<file path="config.mk">
export PLATFORM = sky130hd
export DESIGN_NAME = hex_display_arbiter
export DESIGN_NICKNAME = d
export VERILOG_FILES = /design/src/rtl/hex_display_arbiter.sv
export SDC_FILE = /design/constraint.sdc
export NUM_CORES = 1
export LEC_CHECK = 0
export ABC_AREA = 1
export BUFFER_PORTS_ARGS = -buffer_cell sky130_fd_sc_hd__buf_2
export CAP_MARGIN = 0
export CORE_UTILIZATION = 42
export CTS_CLUSTER_SIZE = 14
export DETAILED_ROUTE_END_ITERATION = 8
export GPL_TIMING_DRIVEN = 0
export PLACE_DENSITY = 0.69
export SLEW_MARGIN = 20
export SYNTH_ARGS = -nofsm -noshare
export SYNTH_HDL_FRONTEND = slang
export SYNTH_SLANG_ARGS = --single-unit
export TNS_END_PERCENT = 10
</file>
<file path="constraint.sdc">
create_clock -name clk -period 2 [get_ports clk]
set_clock_uncertainty 0.05 [all_clocks]
set_input_delay 0.4 -clock clk [delete_from_list [all_inputs] [get_ports clk]]
set_output_delay 0.4 -clock clk [all_outputs]
set_load 0.1 [all_outputs]
</file>
<file path="src/rtl/hex_display_arbiter.sv">
// Round-robin arbiter sharing one hex display among four requesters; grants a fixed dwell
// and snapshots the winner's word. Grant lands 1 cycle after request; no backpressure from the display.
module hex_display_arbiter #(
  parameter int HOLD_W      = 24,
  parameter int HOLD_CYCLES = 12000000
) (
  input  logic        clk,
  input  logic        rst_n,
  input  logic [3:0]  i_req,
  input  logic [63:0] i_data,
  output logic [3:0]  o_gnt,
  output logic [3:0]  o_done,
  output logic        o_busy,
  output logic [15:0] o_data
);

  typedef enum logic {
    IDLE = 1'b0,
    SHOW = 1'b1
  } state_t;

  localparam logic [HOLD_W-1:0] LAST_CNT = HOLD_W'(HOLD_CYCLES - 1);

  state_t            state_q, state_d;
  logic [3:0]        gnt_q, gnt_d;
  logic [3:0]        done_q, done_d;
  logic [15:0]       data_q, data_d;
  logic [1:0]        last_q, last_d;
  logic [HOLD_W-1:0] cnt_q, cnt_d;

  logic       win_vld;
  logic [1:0] win_idx;
  logic       withdraw;
  logic       expire;

  // Search starts just past the previous winner, so a holder only wins again when alone.
  always_comb begin
    logic [1:0] cand;
    win_vld = 1'b0;
    win_idx = 2'd0;
    cand    = 2'd0;
    for (int i = 1; i <= 4; i++) begin
      cand = last_q + 2'(i);
      if (!win_vld && i_req[cand]) begin
        win_vld = 1'b1;
        win_idx = cand;
      end
    end
  end

  assign withdraw = ~|(i_req & gnt_q);
  assign expire   = (cnt_q == LAST_CNT);

  always_comb begin
    state_d = state_q;
    gnt_d   = gnt_q;
    done_d  = 4'b0000;
    data_d  = data_q;
    last_d  = last_q;
    cnt_d   = cnt_q;

    case (state_q)
      IDLE: begin
        if (win_vld) begin
          state_d = SHOW;
          gnt_d   = 4'b0001 << win_idx;
          data_d  = i_data[16*win_idx +: 16];
          last_d  = win_idx;
          cnt_d   = '0;
        end
      end
      SHOW: begin
        if (withdraw || expire) begin
          // A requester dropping on its final dwell cycle forfeits the done pulse.
          if (expire && !withdraw) begin
            done_d = gnt_q;
          end
          if (win_vld) begin
            state_d = SHOW;
            gnt_d   = 4'b0001 << win_idx;
            data_d  = i_data[16*win_idx +: 16];
            last_d  = win_idx;
            cnt_d   = '0;
          end else begin
            state_d = IDLE;
            gnt_d   = 4'b0000;
          end
        end else begin
          cnt_d = cnt_q + HOLD_W'(1);
        end
      end
      default: begin
        state_d = IDLE;
        gnt_d   = 4'b0000;
      end
    endcase
  end

  always_ff @(posedge clk or negedge rst_n) begin
    if (!rst_n) begin
      state_q <= IDLE;
      gnt_q   <= 4'b0000;
      done_q  <= 4'b0000;
      data_q  <= 16'h0000;
      last_q  <= 2'd3;
      cnt_q   <= '0;
    end else begin
      state_q <= state_d;
      gnt_q   <= gnt_d;
      done_q  <= done_d;
      data_q  <= data_d;
      last_q  <= last_d;
      cnt_q   <= cnt_d;
    end
  end

  assign o_gnt  = gnt_q;
  assign o_done = done_q;
  assign o_busy = (state_q == SHOW);
  assign o_data = data_q;

endmodule

</file>
Yosys cells after proc, flatten, opt, wreduce, memory -nomap -nowiden
Cells that the tools add are included.
- reduce and logical (&&, ||, !) cells: 11
- magnitude comparators: 4
- bitwise gates (word level): 2
- equal/unequal tests: 3
- add/subtract/negate cells: 4
- multiplexer cells: 35
- shift operators: 2
- operators with widths (operator ; count):
    indexed part select 64 x 7 -> 16 bit ; 1
    two-way mux 24 bit ; 2
    case mux 24 bit (2 select lines) ; 1
    two-way mux 16 bit ; 2
    case mux 16 bit (2 select lines) ; 1
    adder 24 x 1 -> 24 bit, second input constant ; 1
    equality test 24 bit, second input constant ; 1
    two-way mux 4 bit ; 6
    less-than comparator 2 x 3 -> 1 bit, second input constant ; 4
    two-way mux 2 bit ; 6
    two-way mux 1 bit ; 10
    binary-select mux 1 bit (select 2 bit) ; 4
    case mux 4 bit (2 select lines) ; 1
    adder 2 bit, second input constant ; 2
    AND 4 bit ; 1
    logical AND 1 bit ; 4
    zero test 1 bit ; 4
    case mux 2 bit (2 select lines) ; 1
    OR reduction 4 bit ; 1
    left shift 1 x 2 -> 4 bit, first input constant ; 1
    adder 2 x 1 -> 2 bit, second input constant ; 1
    != test 2 x 1 -> 1 bit, second input constant ; 1
    != test 2 bit, second input constant ; 1
    case mux 1 bit (2 select lines) ; 1
    3 further kinds ; 3
- output and inout port bits: 25
- bits of input ports: 70
- bits in registers: 51

Longest topological paths before layout
Gate-level depths: netlist of the first run.
- depth after elaboration: 17
- mapped depth: 17
- depth with buffers taken out: 15

Worst setup path before layout of the first run
OpenSTA, ideal clock, no wires.
- path kind: register to register
- start: reg gnt_q[2], in the netlist o_gnt[2]
- end: reg data_q[0], in the netlist o_data[0]
- setup time: 0.068 ns
- stages on the path, launching flop included: 11
- setup slack: -0.251 ns
- clock period less this slack: 2.251 ns
- arrival time: 2.134 ns
- path buffers: 2
- cells stage by stage: dfrtp_1 -> inv_1 -> o22ai_1 -> a21oi_1 -> o21ai_0 -> nand3_2 -> nand2_1 -> buf_6 -> buf_2 -> nand2_1 -> nand2_1
- word-level cells in the longest chain between the ends: 5
- ends and longest elaborated chain (item ; line ; RTL):
    from (decl) ; 25 ; logic [3:0] gnt_q, gnt_d;
    from (signal assigned) ; 109 ; gnt_q <= gnt_d;
    AND 4 bit ; 51 ; assign withdraw = ~|(i_req & gnt_q);
    OR reduction 4 bit ; 51 ;
    zero test 1 bit ; 51 ;
    logical OR 1 bit ; 73 ; if (withdraw || expire) begin
    != test 2 x 1 -> 1 bit (no line) ; - ;
    to (signal assigned) ; 111 ; data_q <= data_d;
    to (decl) ; 27 ; logic [15:0] data_q, data_d;
No other way between the ends.
A chain may end at the register's enable or synchronous reset.

Final worst setup path of the first run
- start: reg last_q[0]
- end: reg data_q[14], in the netlist o_data[14]
- word-level cells in the longest chain between the ends: 17
- elaborated cells on any way between the ends: 29
- classes of those cells: 3 x add/sub; 1 x shift; 19 x mux; 6 x reduce/logical
- ends and longest elaborated chain (item ; line ; RTL):
    from (decl) ; 28 ; logic [1:0] last_q, last_d;
    from (signal assigned) ; 112 ; last_q <= last_d;
    adder 2 x 1 -> 2 bit ; 43 ; cand = last_q + 2'(i);
    binary-select mux 1 bit (select 2 bit) ; 44 ; if (!win_vld && i_req[cand]) begin
    two-way mux 1 bit (not written as such) ; 44 ;
    two-way mux 1 bit ; 44 ;
    zero test 1 bit ; 44 ;
    logical AND 1 bit ; 44 ;
    two-way mux 1 bit ; 44 ;
    zero test 1 bit ; 44 ;
    logical AND 1 bit ; 44 ;
    two-way mux 1 bit ; 44 ;
    zero test 1 bit ; 44 ;
    logical AND 1 bit ; 44 ;
    two-way mux 2 bit ; 44 ;
    indexed part select 64 x 7 -> 16 bit ; 67, 81 ;
    two-way mux 16 bit * ; 64, 78 ;
    two-way mux 16 bit ; 73 ;
    case mux 16 bit (2 select lines) * ; 62 ; case (state_q)
Mark *: on every way between the ends. The rest lies on a longest branch, timed or not. The select of a mux whose other input is x is not followed.

==> results of run 1 <==
==> state kept, by name, indices dropped and copies added (netlist names) <==
register,cells
o_data,16
last_q,2
o_done,4
o_gnt,4
cnt_q,24
o_busy,1
==> placed cells by master, fill, tap and decap left out, types with 2 or more instances in the layout <==
cell / synthesis / routed
inv_6: 1 / 4
nand2_2: 8 / 29
buf_6: 7 / 9
nor2_4: 1 / 3
dfrtp_1: 49 / 45
dfrtp_2: 0 / 4
inv_1: 41 / 40
buf_2: 10 / 95
nor2_1: 25 / 24
a21oi_1: 8 / 4
nand3_4: 0 / 3
o21ai_1: 5 / 5
clkbuf_8: 0 / 5
o21ai_0: 9 / 7
nand2_1: 243 / 219
nor3_1: 18 / 16
o21ai_2: 0 / 2
a21oi_2: 1 / 5
xor2_1: 12 / 12
dfstp_2: 2 / 2
nand3_1: 48 / 47
inv_2: 3 / 4
nand2_4: 4 / 7
nor3_2: 1 / 3
nand4_1: 12 / 12
o22ai_1: 12 / 12
buf_8: 0 / 4
nor4_1: 3 / 3
buf_4: 3 / 21
==> cells in the mapped netlist, drive strengths merged <==
cell / instances / area, um^2
nand3: 51 / 270
nor3: 19 / 100
and2: 1 / 6.26
nand2: 255 / 1010
nor2: 28 / 131
o21a: 1 / 7.51
nand4: 12 / 75.1
inv: 46 / 180
ha: 1 / 12.5
o32ai: 1 / 8.76
xor2: 12 / 105
clkinv: 1 / 3.75
a21oi: 9 / 48.8
o22ai: 12 / 75.1
clkbuf: 2 / 7.51
o21ai: 14 / 70.1
dfstp: 2 / 52.6
nor4: 3 / 18.8
dfrtp: 49 / 1230
buf: 20 / 151
==> worst reg2reg max path, cell delays in order, from the launching register on <==
cell and delay (ps):
dfstp_2 540, buf_6 120, buf_6 110, nand2_1 60
nand2_2 80, nand2_2 70, nand2_4 120, nor2_4 60
nor2_4 120, nand2_4 120, buf_4 200, nand3_1 70
nand2_1 50, nand2_1 60, nand2_1 50, nand2_1 50
nand2_1 60
==> cells by family (layout without fill, tap and decap cells) <==
kind of cell,count (synthesis),count (layout)
AOI/OAI and AO/OA,37,37
and+or+nand+nor,369,370
buffers and inverters,69,188
DFF,51,51
xor gates and xnor gates,12,12
adders and majority gates,1,1
==> repair_timing <==
item	4_1_cts	5_1_grt
setup buffers	14	2
setup endpoints to repair	44	46
pin swaps	18	19
gates cloned	3	0
resized for setup	45	29
==> routing by layer <==
| layer | vias to the layer above | global-route usage [%] | routed length, um |
|---|---|---|---|
| met4 | 0 | 4.23 | 95 |
| met2 | 113 | 39.9 | 4860 |
| met5 | - | 0 | 0 |
| met3 | 10 | 4.45 | 607 |
| li1 | 1956 | - | - |
| met1 | 1823 | 31.6 | 4370 |
==> layout make-up <==
| cell class | instances | area [um^2] |
|---|---|---|
| plain buffers | 21 | 201 |
| clock buffers | 5 | 68.8 |
| clock inverters | 3 | 26.3 |
| fillers | 810 | 3550 |
| inverters | 47 | 189 |
| multi-input cells | 420 | 2120 |
| flip-flops and latches | 51 | 1280 |
| well taps | 105 | 131 |
| repair buffers | 112 | 652 |
==> worst min-delay path by stage <==
stage	from	end	slack [ps]	cells past startpoint
after global routing	rst_n	cnt_q[16]	90	1
after CTS	rst_n	o_done[3]	70	1
final	rst_n	cnt_q[19]	40	1
after detailed placement	o_data[11]	o_data[11]	410	2
after global placement	o_data[14]	o_data[14]	410	2
after floorplan	rst_n	cnt_q[0]	50	0
==> power by group <==
part | switching [mW] | internal, mW | total (mW)
Combinational | 4.93 | 2.55 | 7.48
Clock | 0.389 | 0.261 | 0.650
Sequential | 0.148 | 1.32 | 1.47
==> through the flow <==
stage               area (um^2)  instances  utilization [%]  setup TNS (ps)  power, mW
floorplan                  3560        539                -               0       6.41
global placement           4170        738             50.7          -12660       7.56
detailed placement         4170        738             50.7          -12380       7.64
CTS                        4540        762             55.3           -1420       9.21
global route               4670        764             56.8           -4660       10.4
finish                     4670        764             56.8           -1700       9.60
==> impl_metrics.csv, run 1 <==
group,metric,value,unit
outcome,status,"complete, but fails checks",
outcome,violations,"negative setup slack",
setup_path,startpoint,"last_q[0]",
setup_path,crit_path_end,"o_data[14]",
clock_network,postCtsHoldBufs,0,
setup_path,reg2reg_depth,16,
setup_path,crit_arrival,2270,ps
placed_design,dp_hpwl,7.34,mm
setup_path,end_kind,"register",
floorplanning,pin_count,95,
timing,whs,40.7,ps
timing,timing.fmax,472,MHz
timing,drv_slew,0,
routing,ant_nets,0,
timing,tightest_slew,626,ps
logic_synthesis,synth_top_family_by_area,"simple AND/OR/NAND/NOR gates",
power_and_ir_drop,ir_drop,0.00130,V
min_path,hold_class,"in2async",
routing,drc,0,
logic_synthesis,ys_seq_area_share,35.9,%
logic_synthesis,synth_fa_ha_area_share,0.352,%
timing,slew_headroom,58.2,%
routing,num_vias,3902,
setup_path,crit_buf_inv,3,
grt,antenna_found_initial,0,
setup_path,setup.worst_path.start_class,"register",
logic_synthesis,synth_seq_cells,51,
setup_path,critical_path_class,"reg2reg",
grt,grt.total_usage,23.6,%
logic_synthesis,synth_fp_nets,610,
grt,grt-ovfl-total,0,
job,cap_violations,0,
timing,fin_crit_sh,106,%
routing,first_pass_iters,5,
power_and_ir_drop,leakage,2.41,nW
floorplanning,num_rows,33,
routing,drt-vias-per-instance,5.11,
routing,wl,9.94,mm
clock_network,clk_latency,320,ps
clock_network,cts_buffers,5,
setup_path,required,2160,ps
clock_network,htree_levels,2,
clock_network,cts_buffer_depth,2,
setup_path,max_stage_delay,540,ps
clock_network,path_clk_slew,110,ps
setup_path,slowest_stage,"dfstp_2",
logic_synthesis,synth-simple-area-share,45.2,%
setup_path,reg2reg_slack,-120,ps
floorplanning,chipWidth,94.0,um
placed_design,port_buffers,94,
finish,drive_gt1_share,31.6,%
logic_synthesis,syn_area_per_cell,6.60,um^2
finish,antennaDiodeCount,0,
timing,setup_ws,-117,ps
finish,nets,729,
routing,wire_per_inst,13.0,um
logic_synthesis,synth.distinct_cells,34,
clock_network,cts_tree,"yes",
setup_path,path_common_cell,"nand2_1",
floorplanning,fp.coreArea,8220,um^2
floorplanning,fp.dieH,94.0,um
placed_design,place_ws,-366,ps
clock_network,clkSinkCount,51,
finish,synthToLayoutAreaGrowth,31.2,%
logic_synthesis,synth-xor-area-share,2.95,%
power_and_ir_drop,powerDensity,2060,nW/um^2
setup_path,regToRegEndpoint,"o_data[14]",
timing,hold_violations,0,
logic_synthesis,synth_mux_area_share,0,%
floorplanning,die-area,8840,um^2
setup_path,path_delay_family,"simple AND/OR/NAND/NOR gates",
setup_path,crit_chain,"buf_6, buf_6, nand2_1, nand2_2, nand2_2, nand2_4, nor2_4, nor2_4, nand2_4, buf_4, nand3_1, nand2_1, nand2_1, nand2_1, nand2_1, nand2_1",
grt,grt_max_degree,52,
floorplanning,initial_core_util,43.3,%
grt,grt_first_pass_wirelength,16.7,mm
logic_synthesis,ys.warnings.count,0,
timing,fin_crit,2120,ps
timing,setup_viol,19,
logic_synthesis,synthCells,539,
setup_path,r2r-start,"last_q[0]",
logic_synthesis,synth-compound-area-share,5.91,%
clock_network,cts-root-buf,"clkbuf_8",
grt,grt_pass1_vias,3757,
setup_path,path_depth,16,
placed_design,place.gp.congestion,0.928,
setup_path,critPathMaxFanout,10,
logic_synthesis,syn-cell-area,3560,um^2
timing,rsz0062_at_grt,"yes",
routing,dr.first_iter.drc_count,176,
No activity file was read; power rests on OpenSTA's default activity.
==> run 2, diff against run 1 <==
--- a/config.mk
+++ b/config.mk
@@ -6,7 +6,7 @@
 export NUM_CORES = 1
 export LEC_CHECK = 0
 export ABC_AREA = 1
-export BUFFER_PORTS_ARGS = -buffer_cell sky130_fd_sc_hd__buf_2
+export BUFFER_PORTS_ARGS = -buffer_cell sky130_fd_sc_hd__clkbuf_2
 export CAP_MARGIN = 0
 export CORE_UTILIZATION = 42
 export CTS_CLUSTER_SIZE = 14
==> run 2 against run 1 <==
- the run still ends with negative setup slack left
- final area fell by 3.5%
- via count fell by 1.8%
- worst hold slack better by 66 ps
- critical path depth rose by 1
- non-clock buffer count down 2
- global-route usage fell by 1.1 points
- combinational power fell by 6.1%
==> impl_metrics.csv, run 2 (synthesis gave the netlist of run 1 again) <==
group,metric,value,unit
grt,antenna_found_initial,0,
power_and_ir_drop,pwr-share-seq,16.2,%
timing,tightest_slew,678,ps
min_path,hold_class,"in2async",
timing,drv_slew,0,
timing,hold_violations,0,
clock_network,path_clk_slew,90,ps
power_and_ir_drop,leakage,2.36,nW
clock_network,postCtsHoldBufs,0,
setup_path,path_common_cell,"nand2_1",
outcome,violations,"negative setup slack",
setup_path,reg2reg_depth,17,
setup_path,path_depth,17,
timing,slew_headroom,54.8,%
grt,grt-ovfl-total,0,
clock_network,cts_buffer_depth,2,
routing,wl,9.63,mm
power_and_ir_drop,cell_internal_pwr,3.95,mW
outcome,status,"complete, but fails checks",
setup_path,setup.worst_path.start_class,"register",
setup_path,max_stage_delay,540,ps
power_and_ir_drop,netSwitchingFraction,56.8,%
finish,largest_reg_flops,24,
timing,whs,107,ps
power_and_ir_drop,clockPowerShare,6.9,%
clock_network,cts-root-buf,"clkbuf_8",
setup_path,required,2160,ps
timing,fin_crit_sh,106,%
setup_path,critPathMaxFanout,8,
power_and_ir_drop,finalPower,9.13,mW
floorplanning,fp.coreArea,8220,um^2
timing,setup_tns,-1980,ps
setup_path,reg2reg_slack,-130,ps
setup_path,path_delay_family,"simple AND/OR/NAND/NOR gates",
routing,wire_per_inst,12.7,um
routing,dr.first_iter.drc_count,199,
grt,grt_max_degree,52,
grt,grt_pass1_vias,3529,
power_and_ir_drop,comb_power_share,76.9,%
finish,antennaDiodeCount,0,
power_and_ir_drop,powerDensity,2030,nW/um^2
grt,grt.total_usage,22.5,%
finish,nets,726,
clock_network,cts_tree,"yes",
setup_path,slowest_stage,"dfstp_2",
timing,setup_ws,-130,ps
placed_design,place_ws,-343,ps
setup_path,crit_buf_inv,3,
clock_network,htree_levels,2,
routing,drt-vias-per-instance,5.03,
setup_path,end_kind,"register",
placed_design,port_buffers,94,
floorplanning,num_rows,33,
setup_path,critical_path_class,"reg2reg",
finish,mostFrequentLayoutCell,"nand2_1",
timing,timing.fmax,470,MHz
clock_network,cts_buffers,5,
timing,setup_viol,25,
placed_design,dp_hpwl,7.38,mm
finish,drive_gt1_share,27.1,%
setup_path,r2r-start,"last_q[0]",
floorplanning,initial_core_util,43.3,%
clock_network,clk_latency,310,ps
routing,ant_nets,0,
floorplanning,die-area,8840,um^2
grt,grt_first_pass_wirelength,15.9,mm
routing,num_vias,3830,
floorplanning,pin_count,95,
placed_design,place.gp.congestion,0.916,
floorplanning,fp.dieH,94.0,um
finish,synthToLayoutAreaGrowth,26.7,%
clock_network,clkSinkCount,51,
routing,drc,0,
timing,rsz0062_at_grt,"yes",
timing,fin_crit,2130,ps
finish,largest-register,"cnt_q",
finish,final_cell_mix,"nand2_1 (237), clkbuf_2 (93), nand3_1 (48)",
power_and_ir_drop,ir_drop,0.00125,V
job,cap_violations,0,
power_and_ir_drop,power_switching,5.18,mW
routing,first_pass_iters,4,
setup_path,regToRegEndpoint,"o_data[4]",
floorplanning,chipWidth,94.0,um
setup_path,crit_arrival,2290,ps
setup_path,crit_chain,"buf_6, inv_6, nand2_2, nand2_2, nand2_2, nand2_4, nor2_8, nand3_2, nand2_4, nand2_8, buf_4, nand2_1, nand2_1, nand2_1, nand2_1, nand2_1, nand2_1",
## run 2: per-stage QoR
step                      util [%]  area, um^2  instances
after floorplan                  -        3560        539
after global placement        50.7        4170        738
after detailed placement      50.7        4170        738
after CTS                     52.9        4340        751
after global routing          54.9        4510        761
final                         54.9        4510        761
## run 2: area by class of cell
cell class / count / area [um^2]
clock inverter: 1 / 8.76
sequential: 51 / 1280
tap: 105 / 131
timing repair buffer: 110 / 628
buffer: 21 / 183
inverter: 47 / 189
fill: 847 / 3710
clock buffer: 7 / 86.3
multi-input combinational: 419 / 2000
## run 2: power by group through the flow
stage	clock, mW	sequential (mW)	combinational, mW
2_1_floorplan	0	2.78	3.63
3_3_place_gp	0	1.47	6.09
3_5_place_dp	0	1.47	6.18
4_1_cts	0.640	1.46	6.34
5_1_grt	0.681	1.51	7.68
6_report	0.629	1.48	7.02
## run 2: per-layer routing
metal / GRT usage [%] / up-vias / wire (um)
met5: 0 / - / 0
met4: 4.49 / 0 / 92
met3: 4.37 / 9 / 564
met2: 37.3 / 104 / 4600
met1: 30.6 / 1765 / 4370
li1: - / 1952 / -
## run 2: worst reg2reg max path: stages (launching register included)
cell and delay, ps:
dfstp_2 540, buf_6 130, inv_6 60, nand2_2 60
nand2_2 60, nand2_2 90, nand2_4 90, nor2_8 140
nand3_2 90, nand2_4 130, nand2_8 90, buf_4 160
nand2_1 60, nand2_1 50, nand2_1 60, nand2_1 60
nand2_1 70, nand2_1 50
## run 2: how the worst max path moves through the flow
stage / end / startpoint / slack (ps)
after floorplan: o_data[0] / o_gnt[2] / 50
after global placement: o_data[7] / cnt_q[0] / -360
after detailed placement: o_data[15] / cnt_q[0] / -340
after CTS: o_data[11] / last_q[0] / -140
after global routing: o_data[11] / last_q[0] / -260
final: o_data[4] / last_q[0] / -130
## run 2: repair_timing
| item | 4_1_cts | 5_1_grt |
|---|---|---|
| pin swaps | 3 | 8 |
| cloned | 0 | 2 |
| endpoints found under the setup margin | 43 | 47 |
| resized for setup | 11 | 19 |
| setup buffers | 5 | 9 |
